$ cat config.mk
export PLATFORM = sky130hd
export DESIGN_NAME = edc_mem_ctrl
export DESIGN_NICKNAME = d
export VERILOG_FILES = /design/src/rtl/edc_pkg.sv /design/src/rtl/edc_encoder.sv /design/src/rtl/edc_mem_ctrl.sv
export SDC_FILE = /design/constraint.sdc
export NUM_CORES = 1
export LEC_CHECK = 0
export BUFFER_PORTS_ARGS = -buffer_cell sky130_fd_sc_hd__clkbuf_2
export CAP_MARGIN = 20
export CELL_PAD_IN_SITES_DETAIL_PLACEMENT = 1
export CELL_PAD_IN_SITES_GLOBAL_PLACEMENT = 2
export CORE_MARGIN = 5
export CORE_UTILIZATION = 29
export CTS_BUF_LIST = sky130_fd_sc_hd__clkbuf_8
export DETAILED_ROUTE_END_ITERATION = 8
export PLACE_DENSITY = 0.83
export SYNTH_ARGS = -nofsm -noshare
export SYNTH_HDL_FRONTEND = slang
export SYNTH_HIERARCHICAL = 1
export SYNTH_SLANG_ARGS = --single-unit
$ cat constraint.sdc
create_clock -name i_clk -period 4.5 [get_ports i_clk]
set_input_delay 0.675 -clock i_clk [delete_from_list [all_inputs] [get_ports i_clk]]
set_output_delay 0.675 -clock i_clk [all_outputs]
set_load 0.01 [all_outputs]
$ cat src/rtl/edc_pkg.sv
// Shared definitions for the ECC-protected memory front-end.
// Contents:
//   ECC_BITS / HAM_BITS : check-bit counts for SEC-DED Hamming(39,32)
//   state_e             : controller FSM state encodings
//   HMASK               : data-bit masks for each Hamming parity bit
//   enc()               : 32-bit data -> 7 check bits
// Codeword layout: positions 1..38. Check bit c[k] sits at position 2^k.
// Data bits fill the remaining positions in ascending order, starting at 3.
// c[6] is even parity over the data and c[5:0].
package edc_pkg;

  localparam int DW       = 32;
  localparam int HAM_BITS = 6;
  localparam int ECC_BITS = 7;

  typedef enum logic [2:0] {
    ST_IDLE,
    ST_WR,
    ST_RD,
    ST_CAP,
    ST_CHK,
    ST_RESP
  } state_e;

  function automatic logic [HAM_BITS-1:0][DW-1:0] gen_masks();
    logic [HAM_BITS-1:0][DW-1:0] m;
    int di;
    m  = '0;
    di = 0;
    for (int pos = 1; pos <= DW + HAM_BITS; pos++) begin
      if ((pos & (pos - 1)) != 0) begin
        for (int k = 0; k < HAM_BITS; k++) begin
          if (((pos >> k) & 1) != 0) m[k][di] = 1'b1;
        end
        di++;
      end
    end
    return m;
  endfunction

  localparam logic [HAM_BITS-1:0][DW-1:0] HMASK = gen_masks();

  function automatic logic [ECC_BITS-1:0] enc(input logic [DW-1:0] d);
    logic [ECC_BITS-1:0] c;
    c = '0;
    for (int k = 0; k < HAM_BITS; k++) c[k] = ^(d & HMASK[k]);
    c[ECC_BITS-1] = (^d) ^ (^c[HAM_BITS-1:0]);
    return c;
  endfunction

endpackage

$ cat src/rtl/edc_encoder.sv
// Combinational SEC-DED check-bit generator (32 data bits -> 7 check bits).
// Ports:
//   data_i  : data word
//   check_o : {overall parity, Hamming c[5:0]}
module edc_encoder
  import edc_pkg::*;
(
  input  logic [DW-1:0]       data_i,
  output logic [ECC_BITS-1:0] check_o
);

  assign check_o = enc(data_i);

endmodule

$ cat src/rtl/edc_mem_ctrl.sv
// Wishbone slave front-end for ECC-protected main memory.
// Full writes store data plus check bits in one cycle. Reads and partial writes
// fetch the word, pass it through the external corrector (edcc_mod) and then
// respond or merge and write back. Corrected and uncorrectable events are
// counted with saturating counters.
// Ports:
//   i_clk, i_rst                       : clock, synchronous active-high reset
//   i_wb_*, o_wb_dat/ack/err           : Wishbone slave
//   o_mem_en/we/adr, o_mem_dat_w,
//   o_ecc_dat_w, i_mem_dat_r,
//   i_ecc_dat_r                        : main + ECC memory port
//   o_edcc_main/ecc, i_edcc_dat/valid  : external corrector interface
//   o_ce_count, o_ue_count             : error counters
// Configuration macro: EDC_SCRUB_EN -- a read that hits a corrected error also
// writes the corrected word back to memory.
module edc_mem_ctrl
  import edc_pkg::*;
#(
  parameter int WB_DWIDTH  = 32,
  parameter int WB_SWIDTH  = 4,
  parameter int MEM_AWIDTH = 20,
  parameter int ECC_BITS   = 7,
  parameter int CNT_WIDTH  = 16
) (
  input  logic                  i_clk,
  input  logic                  i_rst,
  input  logic [31:0]           i_wb_adr,
  input  logic [WB_SWIDTH-1:0]  i_wb_sel,
  input  logic                  i_wb_we,
  input  logic                  i_wb_cyc,
  input  logic                  i_wb_stb,
  input  logic [WB_DWIDTH-1:0]  i_wb_dat,
  output logic [WB_DWIDTH-1:0]  o_wb_dat,
  output logic                  o_wb_ack,
  output logic                  o_wb_err,
  output logic                  o_mem_en,
  output logic                  o_mem_we,
  output logic [MEM_AWIDTH-1:0] o_mem_adr,
  output logic [WB_DWIDTH-1:0]  o_mem_dat_w,
  output logic [WB_DWIDTH-1:0]  o_ecc_dat_w,
  input  logic [WB_DWIDTH-1:0]  i_mem_dat_r,
  input  logic [WB_DWIDTH-1:0]  i_ecc_dat_r,
  output logic [WB_DWIDTH-1:0]  o_edcc_main,
  output logic [WB_DWIDTH-1:0]  o_edcc_ecc,
  input  logic [WB_DWIDTH-1:0]  i_edcc_dat,
  input  logic                  i_edcc_valid,
  output logic [CNT_WIDTH-1:0]  o_ce_count,
  output logic [CNT_WIDTH-1:0]  o_ue_count
);

  state_e                 state_q;
  logic [WB_DWIDTH-1:0]   wdat_q;
  logic [WB_SWIDTH-1:0]   sel_q;
  logic                   we_q;
  logic [WB_DWIDTH-1:0]   wb_dat_q, mem_dat_w_q, ecc_dat_w_q, edcc_main_q, edcc_ecc_q;
  logic                   ack_q, err_q, mem_en_q, mem_we_q;
  logic [MEM_AWIDTH-1:0]  mem_adr_q;
  logic [CNT_WIDTH-1:0]   ce_q, ue_q;

  logic                   req, full_wr, ce_det;
  logic [WB_DWIDTH-1:0]   merged, enc_in;
  logic [ECC_BITS-1:0]    wr_chk, rd_chk;
  logic                   unused_adr;

  // Address bits outside the word-address field are ignored by design.
  assign unused_adr = ^{i_wb_adr[31:MEM_AWIDTH+2], i_wb_adr[1:0]};

  assign req     = i_wb_cyc & i_wb_stb & ~ack_q & ~err_q;
  assign full_wr = i_wb_we & (&i_wb_sel);

  // Partial write: selected bytes from the master over the corrected word.
  always_comb begin
    merged = i_edcc_dat;
    for (int b = 0; b < WB_SWIDTH; b++) begin
      if (sel_q[b]) merged[8*b +: 8] = wdat_q[8*b +: 8];
    end
  end

  // One encoder serves every write: master data on a full write, otherwise the
  // merged word (partial write) or the corrected word (scrub).
  assign enc_in = (state_q == ST_IDLE) ? i_wb_dat : (we_q ? merged : i_edcc_dat);

  edc_encoder u_enc_wr (.data_i(enc_in),      .check_o(wr_chk));
  edc_encoder u_enc_rd (.data_i(edcc_main_q), .check_o(rd_chk));

  // A correctable word whose stored check bits disagree with the raw data had
  // a single-bit error somewhere (data or check bits).
  assign ce_det = i_edcc_valid & (rd_chk != edcc_ecc_q[ECC_BITS-1:0]);

  function automatic logic [CNT_WIDTH-1:0] sat_inc(input logic [CNT_WIDTH-1:0] v);
    return (&v) ? v : v + 1'b1;
  endfunction

  always_ff @(posedge i_clk) begin
    if (i_rst) begin
      state_q     <= ST_IDLE;
      wb_dat_q    <= '0;
      ack_q       <= 1'b0;
      err_q       <= 1'b0;
      mem_en_q    <= 1'b0;
      mem_we_q    <= 1'b0;
      mem_adr_q   <= '0;
      mem_dat_w_q <= '0;
      ecc_dat_w_q <= '0;
      edcc_main_q <= '0;
      edcc_ecc_q  <= '0;
      ce_q        <= '0;
      ue_q        <= '0;
    end else begin
      ack_q    <= 1'b0;
      err_q    <= 1'b0;
      mem_en_q <= 1'b0;
      mem_we_q <= 1'b0;
      unique case (state_q)
        ST_IDLE: begin
          if (req) begin
            wdat_q    <= i_wb_dat;
            sel_q     <= i_wb_sel;
            we_q      <= i_wb_we;
            mem_adr_q <= i_wb_adr[MEM_AWIDTH+1:2];
            mem_en_q  <= 1'b1;
            if (full_wr) begin
              mem_we_q    <= 1'b1;
              mem_dat_w_q <= i_wb_dat;
              ecc_dat_w_q <= {{(WB_DWIDTH-ECC_BITS){1'b0}}, wr_chk};
              ack_q       <= 1'b1;
              state_q     <= ST_WR;
            end else begin
              state_q <= ST_RD;
            end
          end
        end
        ST_WR: state_q <= ST_IDLE;
        ST_RD: state_q <= ST_CAP;
        ST_CAP: begin
          edcc_main_q <= i_mem_dat_r;
          edcc_ecc_q  <= i_ecc_dat_r;
          state_q     <= ST_CHK;
        end
        // Response outputs are registered here so they appear in RESP.
        ST_CHK: begin
          state_q <= ST_RESP;
          if (!i_edcc_valid) begin
            err_q    <= 1'b1;
            wb_dat_q <= '0;
            ue_q     <= sat_inc(ue_q);
          end else begin
            if (ce_det) ce_q <= sat_inc(ce_q);
            ack_q <= 1'b1;
            if (we_q) begin
              mem_en_q    <= 1'b1;
              mem_we_q    <= 1'b1;
              mem_dat_w_q <= merged;
              ecc_dat_w_q <= {{(WB_DWIDTH-ECC_BITS){1'b0}}, wr_chk};
            end else begin
              wb_dat_q <= i_edcc_dat;
`ifdef EDC_SCRUB_EN
              if (ce_det) begin
                mem_en_q    <= 1'b1;
                mem_we_q    <= 1'b1;
                mem_dat_w_q <= i_edcc_dat;
                ecc_dat_w_q <= {{(WB_DWIDTH-ECC_BITS){1'b0}}, wr_chk};
              end
`else
              // Without scrubbing the stored error stays in memory.
`endif
            end
          end
        end
        ST_RESP: state_q <= ST_IDLE;
        default: state_q <= ST_IDLE;
      endcase
    end
  end

  assign o_wb_dat    = wb_dat_q;
  assign o_wb_ack    = ack_q;
  assign o_wb_err    = err_q;
  assign o_mem_en    = mem_en_q;
  assign o_mem_we    = mem_we_q;
  assign o_mem_adr   = mem_adr_q;
  assign o_mem_dat_w = mem_dat_w_q;
  assign o_ecc_dat_w = ecc_dat_w_q;
  assign o_edcc_main = edcc_main_q;
  assign o_edcc_ecc  = edcc_ecc_q;
  assign o_ce_count  = ce_q;
  assign o_ue_count  = ue_q;

endmodule

==> results.ini <==
[cts]
clkLatencyLatePin_ps=600
cts_buffer_depth=3
holdBufCountCts=0
clk_pin_slew_ps=60
cts_setup_buffers=0
cts_tree=built
cts_sinks=231
htreeDepth=2
cts_buffers=44
cts_root_buffer=clkbuf_8
cts_resized=0

[sta]
fin_setup_tns_ps=0
tightest_slew_ps=931.9
timing.final.ws_setup_ps=806.8
rsz0062_at_grt=false
max-slew-margin-rel_pct=37.30
fmaxAchievable_ghz=0.2708
fin_skew_ps=27.11
period_share_pct=82.07
setup_viol=0
hold_viol_final=0
min_period_ps=3693
drv_slew=0

[floorplan]
chipHeight_um=204.5
io_pins=386
start_util_pct=29.27
dieArea_um2=41830
design.core.area_um2=37490
rows=71
die_w_um=204.5

[synthesis]
ys.warnings.count=6
async_flop_share_pct=0
syn_area_per_cell_um2=8.539
yosysUniqueCellTypes=52
yosys-top-cells-area=dfxtp_1 (35%), nand2_1 (11%), edfxtp_1 (10%)
synth_top_cell_by_area=dfxtp_1
synth_common_cells=nand2_1 (328), dfxtp_1 (194), a21oi_1 (135), xnor2_1 (96), clkbuf_1 (71)
synth_most_common_cell=nand2_1
synth-edff-count=37
netlist.area_leader.share_pct=35.39
synth_cells=1285
synth-seq-area-share_pct=45.52
synth_area_um2=10970
synth_seq_cells=231
ys.flop_type=dfxtp_1

[setup_path]
crit_chain=xor2_1 -> xnor2_1 -> xnor3_2 -> xnor3_1 -> xnor3_1 -> xnor2_1 -> a41o_1 -> nor4_1 -> mux2_2
crit_family=XOR/XNOR gates
cp_slowest_cell=xnor3_2
critPathKind=reg -> reg
end_kind=flip-flop
arrival_ps=4160
critPathMaxFanout=25
path_buf_inv=0
cp_slowest_stage_delay_ps=510
start_kind=flip-flop
required_ps=4960

[layout]
synthToLayoutAreaGrowth_pct=27.56
final_layout_size_suffix_gt1_share_pct=26.83
fin_nets=1779
antennaDiodeCount=0

[global_route]
grt_pass1_vias=10720
grt_use_total_pct=18.12
grt_pass1_wl_mm=60.41
grt_max_degree=80
antenna_found_initial=4
overflow=0

[detailed_routing]
finalWirelength_mm=39.28
drcViolationCount=0
drtIter0Drc=299
routed_via_density=4.750
num_vias=10220
wire_per_inst_um=18.26
firstDrtPassIters=6
ant_nets=0

[placed_design]
gp_congestion=0.7807
place_ws_ps=775.4
dp_hpwl_mm=28.62
port_buffers=348

[flow_run]
cap_violations=0

[power]
peakVddDrop_mv=0.2017
p_clk_share_pct=38.5
p_int_mw=3.849
p_leak_nw=5.737
pwr-share-comb_pct=20.9
switching_power_mw=1.471
p_sw_share_pct=27.65
p_total_mw=5.320
p_per_area_nw_per_um2=380.1
p_seq_share_pct=40.6

[status]
status=finished clean

[worst_hold_path]
hold_class=in -> reg

[placed cells by master, fill, tap and decap left out, drive strengths merged, types with 6 or more instances in the layout]
cell type / instances
a22oi: 32
conb: 25
buf: 17
nand4: 9
edfxtp: 37
inv: 28
clkbuf: 400
or4: 8
nor4: 12
nor2: 62
nand3: 14
o211ai: 33
dfxtp: 194
xnor3: 12
xnor2: 96
mux2i: 33
nor2b: 6
o31ai: 8
o21ai: 67
nand2: 328
a21oi: 135
xor2: 30
nor3: 13
[sequential cells by signal, summed over array words and instances (netlist names), 3 cells and up]
| signal | cells |
|---|---|
| o_edcc_ecc | 32 |
| o_edcc_main | 32 |
| o_mem_dat_w | 32 |
| o_wb_dat | 32 |
| wdat_q | 32 |
| o_mem_adr | 20 |
| o_ce_count | 16 |
| o_ue_count | 16 |
| o_ecc_dat_w | 7 |
| sel_q | 4 |
| state_q | 3 |
[power by group through the flow]
stage                     Clock [mW]  Combinational, mW  Sequential, mW
after floorplan                    0              0.867            2.20
after global placement             0               1.09            2.20
after detailed placement           0               1.12            2.20
after CTS                       2.15               1.13            2.16
after global routing            2.24               1.23            2.16
final                           2.05               1.11            2.16
[routing by layer]
metal | routed length (um) | GRT usage [%]
met5 | 52 | 0
met1 | 16380 | 21.39
met4 | 794 | 5.217
met2 | 18930 | 31.28
met3 | 3114 | 6.269
[path summary, 6_finish.rpt]
kind	endpoint	from	slack, ps	depth (start not counted)
max reg2reg	o_ce_count[9]$_SDFFE_PP0P_	o_edcc_main[25]$_SDFFE_PP0N_	810	9
min	sel_q[0]$_DFFE_PP_	i_wb_sel[0]	280	1
min reg2reg	o_mem_dat_w[15]$_SDFFE_PP0P_	o_mem_dat_w[15]$_SDFFE_PP0P_	450	2
max	o_ce_count[9]$_SDFFE_PP0P_	o_edcc_main[25]$_SDFFE_PP0N_	810	9
[final cells by class]
| class | instances | area (um^2) |
|---|---|---|
| fill | 4600 | 23490 |
| multi-input combinational | 961 | 5570 |
| sequential | 231 | 4995 |
| timing repair buffer | 364 | 1913 |
| clock buffer | 53 | 729.5 |
| tap | 511 | 639.4 |
| clock inverter | 26 | 131.4 |
| inverter | 5 | 18.77 |
[cell families (layout without fill, tap and decap cells)]
kind of cell / count (synthesis) / in the layout / synth area share (%)
AO/OA/AOI/OAI: 285 / 285 / 14.94
XOR/XNOR: 138 / 138 / 12.61
adder cells (fa/ha/maj): 2 / 2 / 0.2280
buffers and inverters: 117 / 448 / 4.903
flip-flops: 231 / 231 / 45.52
multiplexers: 38 / 38 / 3.523
other: 1 / 25 / 0.03417
AND/OR/NAND/NOR: 473 / 473 / 18.24
[stage by stage]
step | instance area (um^2) | hold slack, ps | util [%] | std cells
floorplan | 11060 | 476.2 | - | 1309
global placement | 13110 | 438.8 | 34.97 | 2071
detailed placement | 13140 | 446.3 | 35.04 | 2072
CTS | 14000 | 200.3 | 37.34 | 2151
global route | 14000 | 241.0 | 37.34 | 2151
finish | 14000 | 282.5 | 37.34 | 2151
(Power assumes the default switching activity.)
